==> config.mk <==
export PLATFORM = sky130hd
export DESIGN_NAME = note_player
export DESIGN_NICKNAME = d
export VERILOG_FILES = /design/src/rtl/note_player.sv
export SDC_FILE = /design/constraint.sdc
export NUM_CORES = 1
export LEC_CHECK = 0
export BUFFER_PORTS_ARGS = -buffer_cell sky130_fd_sc_hd__buf_2
export CORE_UTILIZATION = 55
export CTS_BUF_LIST = sky130_fd_sc_hd__clkbuf_16
export DETAILED_ROUTE_END_ITERATION = 10
export PLACE_DENSITY = 0.68
export SYNTH_ARGS = -nofsm -noshare
export SYNTH_HDL_FRONTEND = slang
export SYNTH_SLANG_ARGS = --single-unit
==> constraint.sdc <==
create_clock -name clk -period 4.1 [get_ports clk]
set_input_delay 0.41 -clock clk [delete_from_list [all_inputs] [get_ports clk]]
set_output_delay 0.41 -clock clk [all_outputs]
set_load 0.02 [all_outputs]
==> src/rtl/note_player.sv <==
// note_player: square-wave tone generator for the song note bus (codes 1..96 = C0..B7).
// Defining NOTE_PLAYER_GAP_EN inserts GAP_CYCLES of silence between consecutive notes.
module note_player #(
  parameter int unsigned CLK_HZ     = 100_000_000,
  parameter int unsigned GAP_CYCLES = 5_000_000
) (
  input  logic       clk,
  input  logic       reset,
  input  logic       enable,
  input  logic [6:0] note,
  output logic       audio,
  output logic       playing,
  output logic       note_change
);

  // state  | meaning
  // S_IDLE | silent; rest code or disabled
  // S_TONE | square wave running, toggles every hp cycles
  // S_GAP  | silence between two notes, GAP_CYCLES long (gap build only)
`ifdef NOTE_PLAYER_GAP_EN
  typedef enum logic [1:0] {S_IDLE, S_TONE, S_GAP} state_t;
  localparam logic [31:0] GAP_LAST = 32'(GAP_CYCLES - 1);
`else
  typedef enum logic [0:0] {S_IDLE, S_TONE} state_t;
`endif

  // Octave-0 half periods, C0..B0; ratio column is 2^((s-9)/12) so A0 is exact.
  localparam real HZ = real'(CLK_HZ);
  localparam logic [31:0] BASE_0  = 32'($rtoi(HZ / (55.0 * 0.5946035575) + 0.5));
  localparam logic [31:0] BASE_1  = 32'($rtoi(HZ / (55.0 * 0.6299605249) + 0.5));
  localparam logic [31:0] BASE_2  = 32'($rtoi(HZ / (55.0 * 0.6674199271) + 0.5));
  localparam logic [31:0] BASE_3  = 32'($rtoi(HZ / (55.0 * 0.7071067812) + 0.5));
  localparam logic [31:0] BASE_4  = 32'($rtoi(HZ / (55.0 * 0.7491535384) + 0.5));
  localparam logic [31:0] BASE_5  = 32'($rtoi(HZ / (55.0 * 0.7937005260) + 0.5));
  localparam logic [31:0] BASE_6  = 32'($rtoi(HZ / (55.0 * 0.8408964153) + 0.5));
  localparam logic [31:0] BASE_7  = 32'($rtoi(HZ / (55.0 * 0.8908987181) + 0.5));
  localparam logic [31:0] BASE_8  = 32'($rtoi(HZ / (55.0 * 0.9438743127) + 0.5));
  localparam logic [31:0] BASE_9  = 32'($rtoi(HZ / 55.0 + 0.5));
  localparam logic [31:0] BASE_10 = 32'($rtoi(HZ / (55.0 * 1.0594630944) + 0.5));
  localparam logic [31:0] BASE_11 = 32'($rtoi(HZ / (55.0 * 1.1224620483) + 0.5));

  state_t      r_state;
  logic [6:0]  r_cur_note;
  logic [31:0] r_hp;
  logic [31:0] r_cnt;
  logic        r_audio;
  logic        r_playing;
  logic        r_note_change;

  logic [6:0]  w_idx;
  logic [3:0]  w_semi;
  logic [2:0]  w_oct;
  logic [31:0] w_base;
  logic [31:0] w_shift;
  logic [31:0] w_hp_dec;
  logic        w_new_valid;
  logic        w_cur_valid;
  logic        w_change;

  state_t      w_nxt_state;
  logic [6:0]  w_nxt_cur;
  logic [31:0] w_nxt_hp;
  logic [31:0] w_nxt_cnt;
  logic        w_nxt_audio;
  logic        w_nxt_nc;

  assign w_new_valid = (note != 7'd0) && (note <= 7'd96);
  assign w_cur_valid = (r_cur_note != 7'd0) && (r_cur_note <= 7'd96);
  assign w_change    = (note != r_cur_note);
  assign w_idx       = note - 7'd1;
  assign w_semi      = 4'(w_idx % 7'd12);
  assign w_oct       = 3'(w_idx / 7'd12);

  always_comb begin
    case (w_semi)
      4'd0:    w_base = BASE_0;
      4'd1:    w_base = BASE_1;
      4'd2:    w_base = BASE_2;
      4'd3:    w_base = BASE_3;
      4'd4:    w_base = BASE_4;
      4'd5:    w_base = BASE_5;
      4'd6:    w_base = BASE_6;
      4'd7:    w_base = BASE_7;
      4'd8:    w_base = BASE_8;
      4'd9:    w_base = BASE_9;
      4'd10:   w_base = BASE_10;
      default: w_base = BASE_11;
    endcase
  end

  // Tiny simulation clocks can shift the high octaves to zero; keep at least one cycle.
  assign w_shift  = w_base >> w_oct;
  assign w_hp_dec = (w_shift == 32'd0) ? 32'd1 : w_shift;

  always_comb begin
    w_nxt_state = r_state;
    w_nxt_cur   = r_cur_note;
    w_nxt_hp    = r_hp;
    w_nxt_cnt   = r_cnt;
    w_nxt_audio = r_audio;
    w_nxt_nc    = 1'b0;
    if (w_change) begin
      // A new code wins over any pending toggle; the old tone is dropped mid-cycle.
      w_nxt_cur   = note;
      w_nxt_hp    = w_hp_dec;
      w_nxt_cnt   = 32'd0;
      w_nxt_audio = 1'b0;
      w_nxt_nc    = enable;
      if (!enable || !w_new_valid) begin
        w_nxt_state = S_IDLE;
      end else begin
`ifdef NOTE_PLAYER_GAP_EN
        w_nxt_state = w_cur_valid ? S_GAP : S_TONE;
`else
        w_nxt_state = S_TONE;
`endif
      end
    end else if (!enable) begin
      w_nxt_state = S_IDLE;
      w_nxt_cnt   = 32'd0;
      w_nxt_audio = 1'b0;
    end else begin
      case (r_state)
        S_IDLE: begin
          if (w_cur_valid) begin
            w_nxt_state = S_TONE;
            w_nxt_cnt   = 32'd0;
            w_nxt_audio = 1'b0;
          end
        end
        S_TONE: begin
          if (r_cnt == r_hp - 32'd1) begin
            w_nxt_cnt   = 32'd0;
            w_nxt_audio = ~r_audio;
          end else begin
            w_nxt_cnt = r_cnt + 32'd1;
          end
        end
`ifdef NOTE_PLAYER_GAP_EN
        S_GAP: begin
          if (r_cnt == GAP_LAST) begin
            w_nxt_state = S_TONE;
            w_nxt_cnt   = 32'd0;
          end else begin
            w_nxt_cnt = r_cnt + 32'd1;
          end
        end
`endif
        default: begin
          w_nxt_state = S_IDLE;
          w_nxt_cnt   = 32'd0;
          w_nxt_audio = 1'b0;
        end
      endcase
    end
  end

  always_ff @(posedge clk or posedge reset) begin
    if (reset) begin
      r_state       <= S_IDLE;
      r_cur_note    <= 7'd0;
      r_hp          <= 32'd0;
      r_cnt         <= 32'd0;
      r_audio       <= 1'b0;
      r_playing     <= 1'b0;
      r_note_change <= 1'b0;
    end else begin
      r_state       <= w_nxt_state;
      r_cur_note    <= w_nxt_cur;
      r_hp          <= w_nxt_hp;
      r_cnt         <= w_nxt_cnt;
      r_audio       <= w_nxt_audio;
      r_playing     <= (w_nxt_state == S_TONE);
      r_note_change <= w_nxt_nc;
    end
  end

  assign audio       = r_audio;
  assign playing     = r_playing;
  assign note_change = r_note_change;

endmodule
==> reports/summary.txt <==
RD Place Congestion -> 0.973
YS warnings -> 0
# H-tree levels -> 3
Postcts setup bufs -> 0
Final core utilization -> 62.3%
Clk Latency, worst-skew pair -> 0.33 ns
Asr flop ratio synth -> 100%
Row count -> 37
Wire length per cell -> 18.8 um
Top FF cell, synth -> dfrtp_1
R2R setup slack -> 0.36 ns
Status -> finished clean
Ports -> 13
Worst rel slew slack -> 52.0%
Post-DP HPWL -> 12.7 mm
VDD IR max -> 0.000255 V
Final Hold Fails -> 0
Yosys top cell by area -> dfrtp_1
Post-synth cell types -> 81
Worst setup EP type -> register
CTS Root Cell -> clkbuf_16
Die width -> 106 um
Hold-fix buffers, CTS -> 0
Global-route wire length before repair -> 28.4 mm
Crit path launch -> note[1]
Initial antenna violation count -> 0
CTS max path bufs -> 2
Die area -> 11200 um2
Syn Std Cell Area -> 5910 um2
Synth top area share -> 27.1%
Crit path max fanout -> 12
Layout cell share with drive strength beyond 1 -> 12.3%
RR Endpoint -> r_cnt[20]
Clk_skew -> 0.00729 ns
Syn Inst Count -> 761
Post-synth EDFFs -> 0
Routed vias -> 5950
Post-Route Setup TNS -> 0 ns
Synth area leaders -> dfrtp_1 (27%), nor2_1 (5.8%), xor2_1 (5.2%), xnor2_1 (4.6%), nand2_1 (3.6%)
Total clock sinks -> 64
Power per cell area -> 382 nW/um2
Number of global-route vias before repair -> 5772
Drt initial violations -> 448
Register area share after synthesis -> 27.1%
Worst reg2reg path startpoint -> r_hp[14]
Syn nets -> 778
FILL cells -> 930
ANT cells -> 0
Residual DRC -> 0
Initial Utilization -> 57.0%
Gr ovfl total -> 0
WS Path Type -> in2reg
Via density -> 6.61
RSZ-0062 raised after global routing -> false
Gr usage total -> 31.6%
TritonCTS buffer count -> 9
Area delta synth->final -> 9.31%
Clock transition at path regs -> 0.06 ns
Leakage -> 0.00248 uW
Maximum clock rate -> 264 MHz
Final wirelength -> 16.9 mm
CP arrival -> 3.99 ns
CTS tree -> yes
Post-CTS sizing -> 0
Largest net degree at the start of global routing -> 36
# setup viols final -> 0
Core area -> 10400 um2
Hold_ws -> 0.152 ns
DRT Pass-1 Iters -> 6
Max-Cap Viols -> 0
Min cycle time layout -> 3.79 ns
Final Slew Violations -> 0
Most common cell after layout, fill and taps aside -> nor2_1
Hold Crit Class -> in2async
# nets final -> 776
Highest-count cells in the layout ignoring fill and taps -> nor2_1 (92), dfrtp_1 (64), nand2_1 (57)
Worst slew pin tran -> 0.714 ns
Port Buf Inserts -> 12
Tcrit/Tclk final -> 92.4%
Setup crit start kind -> primary input
Synthesized area per cell -> 7.77 um2
Final Power -> 2470 uW
Worst reg-to-reg path cell count -> 10
FF+latch count, synth -> 64
Die Span Y -> 106 um
Required @ worst endpoint -> 4.30 ns
Antenna Violating Nets Remaining -> 0
-- cell type report --
cell class / count / area [um2] / share of cell area (%)
Clock buffer: 9 / 225 / 3.48
Clock inverter: 7 / 73.8 / 1.14
Inverter: 13 / 48.8 / 0.755
Multi-Input combinational cell: 620 / 3980 / 61.5
Sequential cell: 64 / 1600 / 24.8
Tap cell: 136 / 170 / 2.63
Timing Repair Buffer: 51 / 365 / 5.65
-- power by group --
part           internal, uW  total (uW)  switching, uW
clock                   469         751            282
sequential              700         811            111
combinational           373         909            536
total                  1540        2470            928
-- how the worst max path moves through the flow --
| stage | end | slack, ns | depth (start not counted) |
|---|---|---|---|
| after global placement | r_hp[12] | 0.08 | 14 |
| after global routing | r_hp[12] | 0.05 | 13 |
| after detailed placement | r_hp[12] | 0.01 | 13 |
| final | r_hp[12] | 0.31 | 13 |
| after CTS | r_cnt[20] | 0.35 | 10 |
| after floorplan | r_hp[12] | 0.10 | 17 |
-- per-layer routing --
layer	vias up	track usage (%)	routed length [um]
met2	207	54.8	8450
met4	0	16.6	690
met1	2857	38.0	6940
met3	53	4.08	812
li1	2833	-	-
met5	-	0	0
-- synthesized netlist by cell type, drive strengths merged, types with 7 or more instances --
cell type,n
a211o,7
ha,7
nand2,57
nor2b,9
nand3,31
a211oi,17
o22ai,9
o211ai,16
xor2,35
inv,13
a22o,7
dfrtp,64
nor3,25
buf,23
nand4,20
nor2,93
and3,10
or2,10
mux2i,14
a21o,7
nor4,11
a31oi,12
xnor2,31
a21oi,41
o21ai,39
o31ai,8
clkbuf,41
-- logic make-up after synthesis --
logic type / count (synthesis) / share of synthesized area (%)
XOR/XNOR: 66 / 9.78
AND/OR/NAND/NOR: 302 / 25.4
adder cells (fa/ha/maj): 7 / 1.48
AO/OA/AOI/OAI: 229 / 27.8
buffers and inverters: 77 / 5.69
flip-flops: 64 / 27.1
multiplexers: 16 / 2.75
-- flip-flops by register name, indices dropped and copies added (netlist names) --
signal	cells
audio	1
playing	1
r_cur_note	7
r_cnt	32
r_hp	22
note_change	1
-- per-stage QoR --
stage,setup WS [ns],std cells,instance area [um2]
finish,0.312,900,6460
global route,0.0521,900,6460
CTS,0.353,900,6460
detailed placement,0.0110,884,6160
global placement,0.0837,884,6160
floorplan,0.101,761,5910
-- worst max-delay path, cell delays in order --
cell and delay [ns]:
buf_2 0.10, inv_1 0.09, ha_1 0.21, or4b_1 0.52, o21ai_0 0.37, and2_1 0.30
o32a_1 0.25, and3_1 0.47, mux2i_1 0.18, a2111o_1 0.53, and3_1 0.21, a211oi_1 0.27
a211oi_1 0.08
(Power assumes the default switching activity.)
